===== config.mk =====
export PLATFORM = sky130hd
export DESIGN_NAME = gpio_irq_sequencer
export DESIGN_NICKNAME = d
export VERILOG_FILES = /design/src/rtl/gpio_irq_sequencer.sv
export SDC_FILE = /design/constraint.sdc
export NUM_CORES = 1
export LEC_CHECK = 0
export CORE_MARGIN = 8
export CORE_UTILIZATION = 35
export DETAILED_ROUTE_END_ITERATION = 16
export GPL_TIMING_DRIVEN = 0
export PLACE_DENSITY_LB_ADDON = 0.15
export RECOVER_POWER = 100
export SLEW_MARGIN = 20
export SYNTH_ARGS = -nofsm -noshare
export SYNTH_HDL_FRONTEND = slang
export SYNTH_SLANG_ARGS = --single-unit

===== constraint.sdc =====
create_clock -name clk -period 1.8 [get_ports clk]
set_input_delay 0.45 -clock clk [delete_from_list [all_inputs] [get_ports clk]]
set_output_delay 0.45 -clock clk [all_outputs]
set_load 0.02 [all_outputs]

===== src/rtl/gpio_irq_sequencer.sv =====
// rtl/gpio_irq_sequencer.sv - Avalon-MM master that configures a prog_gpio and services its interrupt
// Optional feature macro: GPIO_SEQ_TIMESTAMP_EN (adds evt_time and a free-running cycle counter)
// Ports:
//   clk, reset_n                  clock, asynchronous active-low reset
//   start, stop                   pulses: (re)configure and arm / disarm
//   cfg_enable, cfg_mask, cfg_pol values written to GPIO enable (4), mask (8), polarity (12)
//   avm_write, avm_address,
//   avm_writedata, avm_readdata   Avalon-MM master port to the GPIO (zero wait state reads)
//   irq                           GPIO interrupt
//   evt_valid, evt_data, evt_ready event stream carrying captured GPIO input values
//   busy                          sequencer not idle
//   evt_time                      cycle count when irq was seen (macro builds only)
//   evt_count                     number of accepted events, wrapping
module gpio_irq_sequencer #(
    parameter int DW       = 32,
    parameter int CNT_W    = 16,
    parameter int HOLD_CYC = 2
) (
    input  logic             clk,
    input  logic             reset_n,
    input  logic             start,
    input  logic             stop,
    input  logic [DW-1:0]    cfg_enable,
    input  logic [DW-1:0]    cfg_mask,
    input  logic [DW-1:0]    cfg_pol,
    output logic             avm_write,
    output logic [4:0]       avm_address,
    output logic [DW-1:0]    avm_writedata,
    input  logic [DW-1:0]    avm_readdata,
    input  logic             irq,
    output logic             evt_valid,
    output logic [DW-1:0]    evt_data,
    input  logic             evt_ready,
    output logic             busy,
`ifdef GPIO_SEQ_TIMESTAMP_EN
    output logic [31:0]      evt_time,
`endif
    output logic [CNT_W-1:0] evt_count
);

    localparam logic [3:0] S_IDLE   = 4'd0;
    localparam logic [3:0] S_POL    = 4'd1;
    localparam logic [3:0] S_EN     = 4'd2;
    localparam logic [3:0] S_MASK   = 4'd3;
    localparam logic [3:0] S_CLR    = 4'd4;
    localparam logic [3:0] S_HOLD   = 4'd5;
    localparam logic [3:0] S_WAIT   = 4'd6;
    localparam logic [3:0] S_READ   = 4'd7;
    localparam logic [3:0] S_PUSH   = 4'd8;
    localparam logic [3:0] S_ACK    = 4'd9;
    localparam logic [3:0] S_DISARM = 4'd10;

    localparam int HW = (HOLD_CYC > 1) ? $clog2(HOLD_CYC) : 1;

    logic [3:0]    state;
    logic [3:0]    state_nx;
    logic [HW-1:0] hold_cnt;
    logic          hold_done;
    logic          stop_pend;

    assign hold_done = (hold_cnt == HW'(HOLD_CYC - 1));

    always_comb begin
        state_nx = state;
        case (state)
            S_IDLE:   if (start && !stop) state_nx = S_POL;
            S_POL:    state_nx = S_EN;
            S_EN:     state_nx = S_MASK;
            S_MASK:   state_nx = S_CLR;
            S_CLR:    state_nx = S_HOLD;
            S_HOLD: begin
                if (stop || stop_pend) state_nx = S_DISARM;
                else if (hold_done)    state_nx = S_WAIT;
            end
            S_WAIT: begin
                if (stop)       state_nx = S_DISARM;
                else if (start) state_nx = S_POL;
                else if (irq)   state_nx = S_READ;
            end
            S_READ:   state_nx = S_PUSH;
            // evt_valid is high for the whole of PUSH, so ready alone completes the handshake
            S_PUSH:   if (evt_ready) state_nx = S_ACK;
            S_ACK:    state_nx = (stop || stop_pend) ? S_DISARM : S_HOLD;
            S_DISARM: state_nx = S_IDLE;
            default:  state_nx = S_IDLE;
        endcase
    end

    // A stop that arrives while the sequencer cannot leave immediately is parked here
    // and honoured at the next HOLD/ACK decision point; a reconfigure discards it.
    always_ff @(posedge clk or negedge reset_n) begin
        if (!reset_n) begin
            stop_pend <= 1'b0;
        end else if (state_nx == S_IDLE || state_nx == S_POL) begin
            stop_pend <= 1'b0;
        end else if (stop && state != S_IDLE) begin
            stop_pend <= 1'b1;
        end
    end

    always_ff @(posedge clk or negedge reset_n) begin
        if (!reset_n) begin
            hold_cnt <= '0;
        end else if (state == S_HOLD) begin
            hold_cnt <= hold_cnt + HW'(1);
        end else begin
            hold_cnt <= '0;
        end
    end

    // Bus and stream outputs are registered from the next state so they line up
    // exactly with the state they belong to.
    always_ff @(posedge clk or negedge reset_n) begin
        if (!reset_n) begin
            state         <= S_IDLE;
            busy          <= 1'b0;
            evt_valid     <= 1'b0;
            evt_data      <= '0;
            evt_count     <= '0;
            avm_write     <= 1'b0;
            avm_address   <= '0;
            avm_writedata <= '0;
        end else begin
            state         <= state_nx;
            busy          <= (state_nx != S_IDLE);
            evt_valid     <= (state_nx == S_PUSH);
            avm_write     <= 1'b0;
            avm_address   <= '0;
            avm_writedata <= '0;
            case (state_nx)
                S_POL: begin
                    avm_write     <= 1'b1;
                    avm_address   <= 5'd12;
                    avm_writedata <= cfg_pol;
                end
                S_EN: begin
                    avm_write     <= 1'b1;
                    avm_address   <= 5'd4;
                    avm_writedata <= cfg_enable;
                end
                S_MASK: begin
                    avm_write     <= 1'b1;
                    avm_address   <= 5'd8;
                    avm_writedata <= cfg_mask;
                end
                S_CLR, S_ACK: begin
                    avm_write     <= 1'b1;
                    avm_address   <= 5'd16;
                end
                S_DISARM: begin
                    avm_write     <= 1'b1;
                    avm_address   <= 5'd8;
                end
                default: ;
            endcase
            // Address 0 is presented during READ, so readdata is the GPIO input register
            if (state == S_READ) begin
                evt_data <= avm_readdata;
            end
            if (state == S_PUSH && evt_ready) begin
                evt_count <= evt_count + CNT_W'(1);
            end
        end
    end

`ifdef GPIO_SEQ_TIMESTAMP_EN
    logic [31:0] cyc_cnt;

    always_ff @(posedge clk or negedge reset_n) begin
        if (!reset_n) begin
            cyc_cnt  <= '0;
            evt_time <= '0;
        end else begin
            cyc_cnt <= cyc_cnt + 32'd1;
            if (state == S_WAIT && state_nx == S_READ) begin
                evt_time <= cyc_cnt;
            end
        end
    end
`endif

endmodule


==> results of run 1 <==
worst paths after layout:
check / start / end / slack [ns] / depth (start not counted)
max: state[1] / avm_writedata[13] / -0.12 / 9
min: reset_n / evt_data[10] / 0.32 / 1
max reg2reg: state[1] / avm_writedata[13] / -0.12 / 9
min reg2reg: evt_count[15] / evt_count[15] / 0.48 / 1
max in group asynchronous: reset_n / evt_count[6] / 0.29 / 2
min in group clk: evt_count[15] / evt_count[15] / 0.48 / 1
per-layer routing:
metal  routed length, µm  vias to the layer above
met5                   0                        -
met4                 185                        0
met3                1290                       12
met2                6590                      164
met1                5500                     1711
li1                    -                     1685
layout by cell type (no fill, tap or decap), types with 3 or more instances in the layout:
cell | netlist | routed
nor4_4 | 0 | 3
nor3_4 | 1 | 3
nor2_1 | 9 | 4
clkinvlp_4 | 0 | 3
xor2_1 | 4 | 4
buf_4 | 6 | 18
nand2_1 | 14 | 14
mux2_2 | 33 | 33
xnor2_1 | 12 | 11
a31o_1 | 30 | 30
a22o_1 | 32 | 32
nand4_1 | 5 | 5
dfrtp_1 | 92 | 90
clkdlybuf4s50_1 | 0 | 187
clkbuf_16 | 0 | 10
and2_1 | 3 | 3
clkbuf_1 | 6 | 14
nor2_2 | 0 | 3
clkbuf_2 | 0 | 8
buf_6 | 4 | 14
buf_8 | 0 | 3
buf_2 | 6 | 3
dlygate4sd2_1 | 0 | 19
layout make-up:
| class | count | area share |
|---|---|---|
| Inverter | 4 | 0.00278 |
| Sequential cell | 92 | 0.320 |
| Buffer | 22 | 0.0250 |
| Tap cell | 143 | 0.0249 |
| Multi-Input combinational cell | 197 | 0.252 |
| Clock inverter | 7 | 0.0104 |
| Timing Repair Buffer | 249 | 0.333 |
| Clock buffer | 9 | 0.0313 |
power by group:
part | internal [µW] | switching, µW | leakage, µW
logic | 4340 | 3730 | 0.00184
clock network | 1080 | 803 | 0.000138
registers | 2880 | 372 | 0.00116
total | 8290 | 4900 | 0.00313
worst max-delay path: stages, from the launching register on:
cell and delay (ns):
dfrtp_1 0.37, buf_6 0.13, o21a_1 0.16, a311o_1 0.33, or2_4 0.25, clkinv_4 0.06
nor3_4 0.04, buf_6 0.16, buf_16 0.14, a31o_1 0.18
cell families after synthesis:
group	Yosys count	share of synthesized area
AO/OA/AOI/OAI	81	0.175
AND/OR/NAND/NOR	63	0.0933
adder cells (fa/ha/maj)	1	0.00305
XOR/XNOR	16	0.0341
other	1	0.000914
buffers and inverters	26	0.0396
multiplexers	34	0.0930
flip-flops	92	0.561
what timing repair did:
item                                    CTS  global route
gates cloned                              2             1
pin swaps                                39            17
hold endpoints to repair                  0             0
buffers inserted                         17             9
endpoints found under the setup margin   63            89
resized for setup                        60            38
registers in the layout, indices dropped and copies added (netlist names):
signal / flops
avm_writedata: 32
evt_data: 32
evt_count: 16
state: 4
avm_address: 3
avm_write: 1
busy: 1
evt_valid: 1
hold_cnt: 1
stop_pend: 1
stage by stage:
stage	TNS [ns]	std cells
floorplan	0	315
global placement	-316.75	677
detailed placement	-30.58	678
CTS	-3.11	713
global route	-8.17	723
finish	-3.37	723
==> out/metrics.cfg, run 1 <==
[sta]
finalWorstSetupSlack_ns=-0.124
finalHoldViolCount=0
worst_pin_slew_ns=1.12
rsz0062_at_grt=true
report.final.slew_viol_count=0
relSlewSlack=0.253
fin_crit_sh=1.07
setup_viol=38
whs_ns=0.321
final.setup_skew_ns=0.00540
fmax_mhz=520
period_minus_slack_ns=1.92

[global_routing]
top_usage_layer=met2
grt_pass1_wl_mm=21.6
grt-ovfl-total=0
use_met2=0.278
grt_use_met3=0.0804
grtUsageTotal=0.172
grt_max_degree=48
antenna_found_initial=0
grt_pass1_vias=3927
use_met1=0.201

[clock_network]
ctsHoldBuffers=0
numCtsBuffers=9
clock_sinks=92
clk_latency_ns=0.34
clockBufferDepth=2
cts_tree=done
ctsRootBufferMaster=clkbuf_16
ctsHtreeMaxLevel=3
path_clk_slew_ns=0.07

[yosys]
async_flop_share=1.00
synth_cell_type_count=54
synth.most_common_cell=dfrtp_1
yosys.area.top_type=dfrtp_1
yosys-top-cells-count=92 x dfrtp_1, 33 x mux2_2, 32 x a22o_1
ys_seq_area_frac=0.561
avgSynthCellArea_um2=13.1
netlist_area_mm2=0.00410
synth_cells=314
synthTopCellsByArea=dfrtp_1 56%, mux2_2 9.1%, a22o_1 6.8%
ys_warn_count=0
synth_edf_count=0
synth_top_area_frac=0.561
ys.flop_type=dfrtp_1
synth-seq-cells=92

[power_and_ir_drop]
cellPowerDensity_mw_per_mm2=1830
total_power_uw=13200
leakage_uw=0.00313
ir_drop_mv=0.921

[routing]
wl_mm=13.6
drt_iter0_markers=168
routed_via_density=4.94
drt-pass1-iter-count=4
wire_per_inst_um=18.8
drtAntennaViolNets=0
drcViolationCount=0
num_vias=3572

[final_layout]
seq_area_mm2=0.00230
fin_util=0.630
antenna_cells=0
num-fill-cells=945
fin_nets=710
multi_input_area_mm2=0.00181
syn2layout_area_growth_pct=75.4
drive_gt1_frac=0.236
fin_area_mm2=0.00720

[placed_design]
port_buffers=219
dpl_worst_slack_ns=-0.755
gp_congestion=0.762
post-dp-hpwl_mm=10.4
place_area_mm2=0.00651

[floorplanning]
start_util=0.359
die_w_um=124
pin_count=222
dieArea_mm2=0.0154
row_count=39
die_h_um=124
coreArea_mm2=0.0114

[worst_setup_path]
start_kind=register
cp-end-kind=register
path_max_fanout=6
worst_ep_required_time_ns=2.03
critPathArrivalTime_ns=2.15
critPathKind=register to register

[outcome]
outcome=finished, violations left
violations=setup timing

[hold_path]
hold_class=input port to asynchronous set/reset pin

[run]
max_cap_viol_count=0

No activity file was read; power rests on OpenSTA's default activity.
==> run 2: changes to the inputs <==
Settings changed: CAP_MARGIN set to 20.
==> results of run 2 <==
The final DEF is identical to that of run 1; final timing and power are the same.
==> run 3: changes to the inputs <==
Settings changed: CAP_MARGIN 20 to not set.
==> results of run 3 <==
The final DEF is identical to that of run 1; final timing and power are the same.
==> variant (config.mk and constraints of run 2) <==
The option `GPIO_SEQ_TIMESTAMP_EN` is turned on by a define.
--- a/src/rtl/gpio_irq_sequencer.sv
+++ b/src/rtl/gpio_irq_sequencer.sv
@@ -11,6 +11,8 @@
 //   busy                          sequencer not idle
 //   evt_time                      cycle count when irq was seen (macro builds only)
 //   evt_count                     number of accepted events, wrapping
+`define GPIO_SEQ_TIMESTAMP_EN
+
 module gpio_irq_sequencer #(
     parameter int DW       = 32,
     parameter int CNT_W    = 16,
Function (old outputs only; new: evt_time): kept (equiv_simple and equiv_induct, registers matched by name and starting in step).
==> variant against run 2 <==
- highest routed layer unchanged
- wire length grew 47%
- total power grew 3.9%
- utilization shrank 5.4 points
- sequential cell count grew 64
- worst setup slack lost 150 ps
- sequential share of layout area grew 4.4 points
- area after synthesis grew 61%
- the run still ends with setup timing left
- largest cell class is now sequential cells
- design area grew 49%
==> variant: results (changes against run 2) <==
| Metric | Value |
|---|---|
| Status | finished with violations |
| Failing checks | setup timing |
| Port buffer count | 251 (+15%) |
| GPL Wtd Cong | 0.851 (+12%) |
| Num CTS Buffers | 17 (+8) |
| Clk_skew | 10.6 ps (+5.18 ps) |
| Share of cells above drive strength 1 | 28.4% (+4.7 points) |
| RR Endpoint | evt_time[24]$_DFFE_PN0P_ |
| Reg-to-reg startpoint | state[3]$_DFF_PN0_ |
| First-pass GRT wire length | 31300 um (+45%) |
| Slowest stage cell on the critical path | dfrtp_2 |
| Final setup fails | 75 (+97%) |
| Hpwl dp | 14400 um (+38%) |
| Htree depth | 4 (+1) |
| Leakage power | 5.25 nW (+68%) |
| Hold crit path type | register to register |
| Arrival @ worst endpoint | 2370 ps (+220 ps) |
| Pre-CTS setup slack | -915 ps (-160 ps) |
| Iteration-0 DRC Markers | 220 (+31%) |
| Synth unique cells | 45 (-17%) |
| Largest net degree at the start of global routing | 102 (+110%) |
| Crit path max fanout | 10 (+4) |
| Antenna violations before repair | 1 (+1) |
| Final WS setup | -272 ps (-148 ps) |
| Fill cell count | 1552 (+64%) |
| Synth top area cells | dfrtp_1 (59%), mux2_4 (6.8%), mux2_2 (6.0%), xnor2_1 (4.0%), a22oi_1 (3.6%) |
| Worst vdd ir | 0.768 mV (-17%) |
| Rel. slew slack | 45.3% (+20 points) |
| Sequential-to-total area share from yosys stat | 59.0% (+2.9 points) |
| Via/cell ratio | 4.80 (-2.8%) |
| Total track usage | 16.8% (-0.41 points) |
| TNS Setup | -14760 ps (-11390 ps) |
| Drt total wl | 19900 um (+47%) |
| Vias in the first global route | 5782 (+47%) |
| NetSw | 4.95 mW (+1.0%) |
| Nets@finish | 981 (+38%) |
## variant: worst min-delay path by stage
stage	cells after the start	slack, ps	endpoint
after CTS	1	470	hold_cnt$_DFF_PN0_
final	1	470	hold_cnt$_DFF_PN0_
after global routing	1	500	evt_count[15]$_DFFE_PN0P_
after global placement	1	460	evt_count[15]$_DFFE_PN0P_
after floorplan	0	150	avm_address[2]$_DFF_PN0_
after detailed placement	1	400	evt_time[9]$_DFFE_PN0P_
## variant: cell families after synthesis
| kind of cell | share of synthesized area [%] |
|---|---|
| simple gates | 9.26 |
| other cells | 0.0566 |
| compound gates | 8.32 |
| flops | 59.0 |
| buf+inv | 4.31 |
| xor+xnor | 5.95 |
| mux | 12.8 |
| fa+ha+maj | 0.378 |
## variant: cell type report
| class | instances | area, sq um | share of cell area (%) |
|---|---|---|---|
| Inverter | 41 | 154 | 1.43 |
| Sequential cell | 156 | 3920 | 36.5 |
| Tap cell | 234 | 293 | 2.73 |
| Multi-Input combinational cell | 306 | 2830 | 26.3 |
| Clock inverter | 11 | 73.8 | 0.687 |
| Antenna cell | 1 | 2.50 | 0.0233 |
| Buffer | 23 | 244 | 2.27 |
| Clock buffer | 20 | 437 | 4.07 |
| Timing Repair Buffer | 300 | 2790 | 26.0 |
## variant: timing repair
item | CTS | global route
gates cloned | 4 | 2
setup endpoints to repair | 244 | 118
gates resized for setup | 243 | 51
hold endpoints to repair | 55 | 0
pin swaps | 14 | 21
hold buffers | 1 | 0
setup buffers | 24 | 18
## variant: power groups by stage
| stage | clock network, mW | logic [mW] | registers [mW] |
|---|---|---|---|
| 2_1_floorplan | 0 | 1.67 | 5.69 |
| 3_3_place_gp | 0 | 5.06 | 4.77 |
| 3_5_place_dp | 0 | 5.12 | 4.79 |
| 4_1_cts | 3.27 | 5.58 | 4.72 |
| 5_1_grt | 3.39 | 6.22 | 4.82 |
| 6_report | 3.17 | 5.82 | 4.73 |
## variant: metrics by stage
step	cell area, sq um	instances
floorplan	6670	526
global placement	9480	1011
detailed placement	9510	1012
CTS	10400	1072
global route	10700	1092
finish	10700	1092
## variant: metal layers
layer  GRT usage [%]  up-vias  part of all wire, %
met5               0        -                    0
met4            5.97        0                  1.9
met3            6.84       22                  7.8
met2            29.9      194                   53
met1            17.7     2564                   38
li1                -     2465                    -
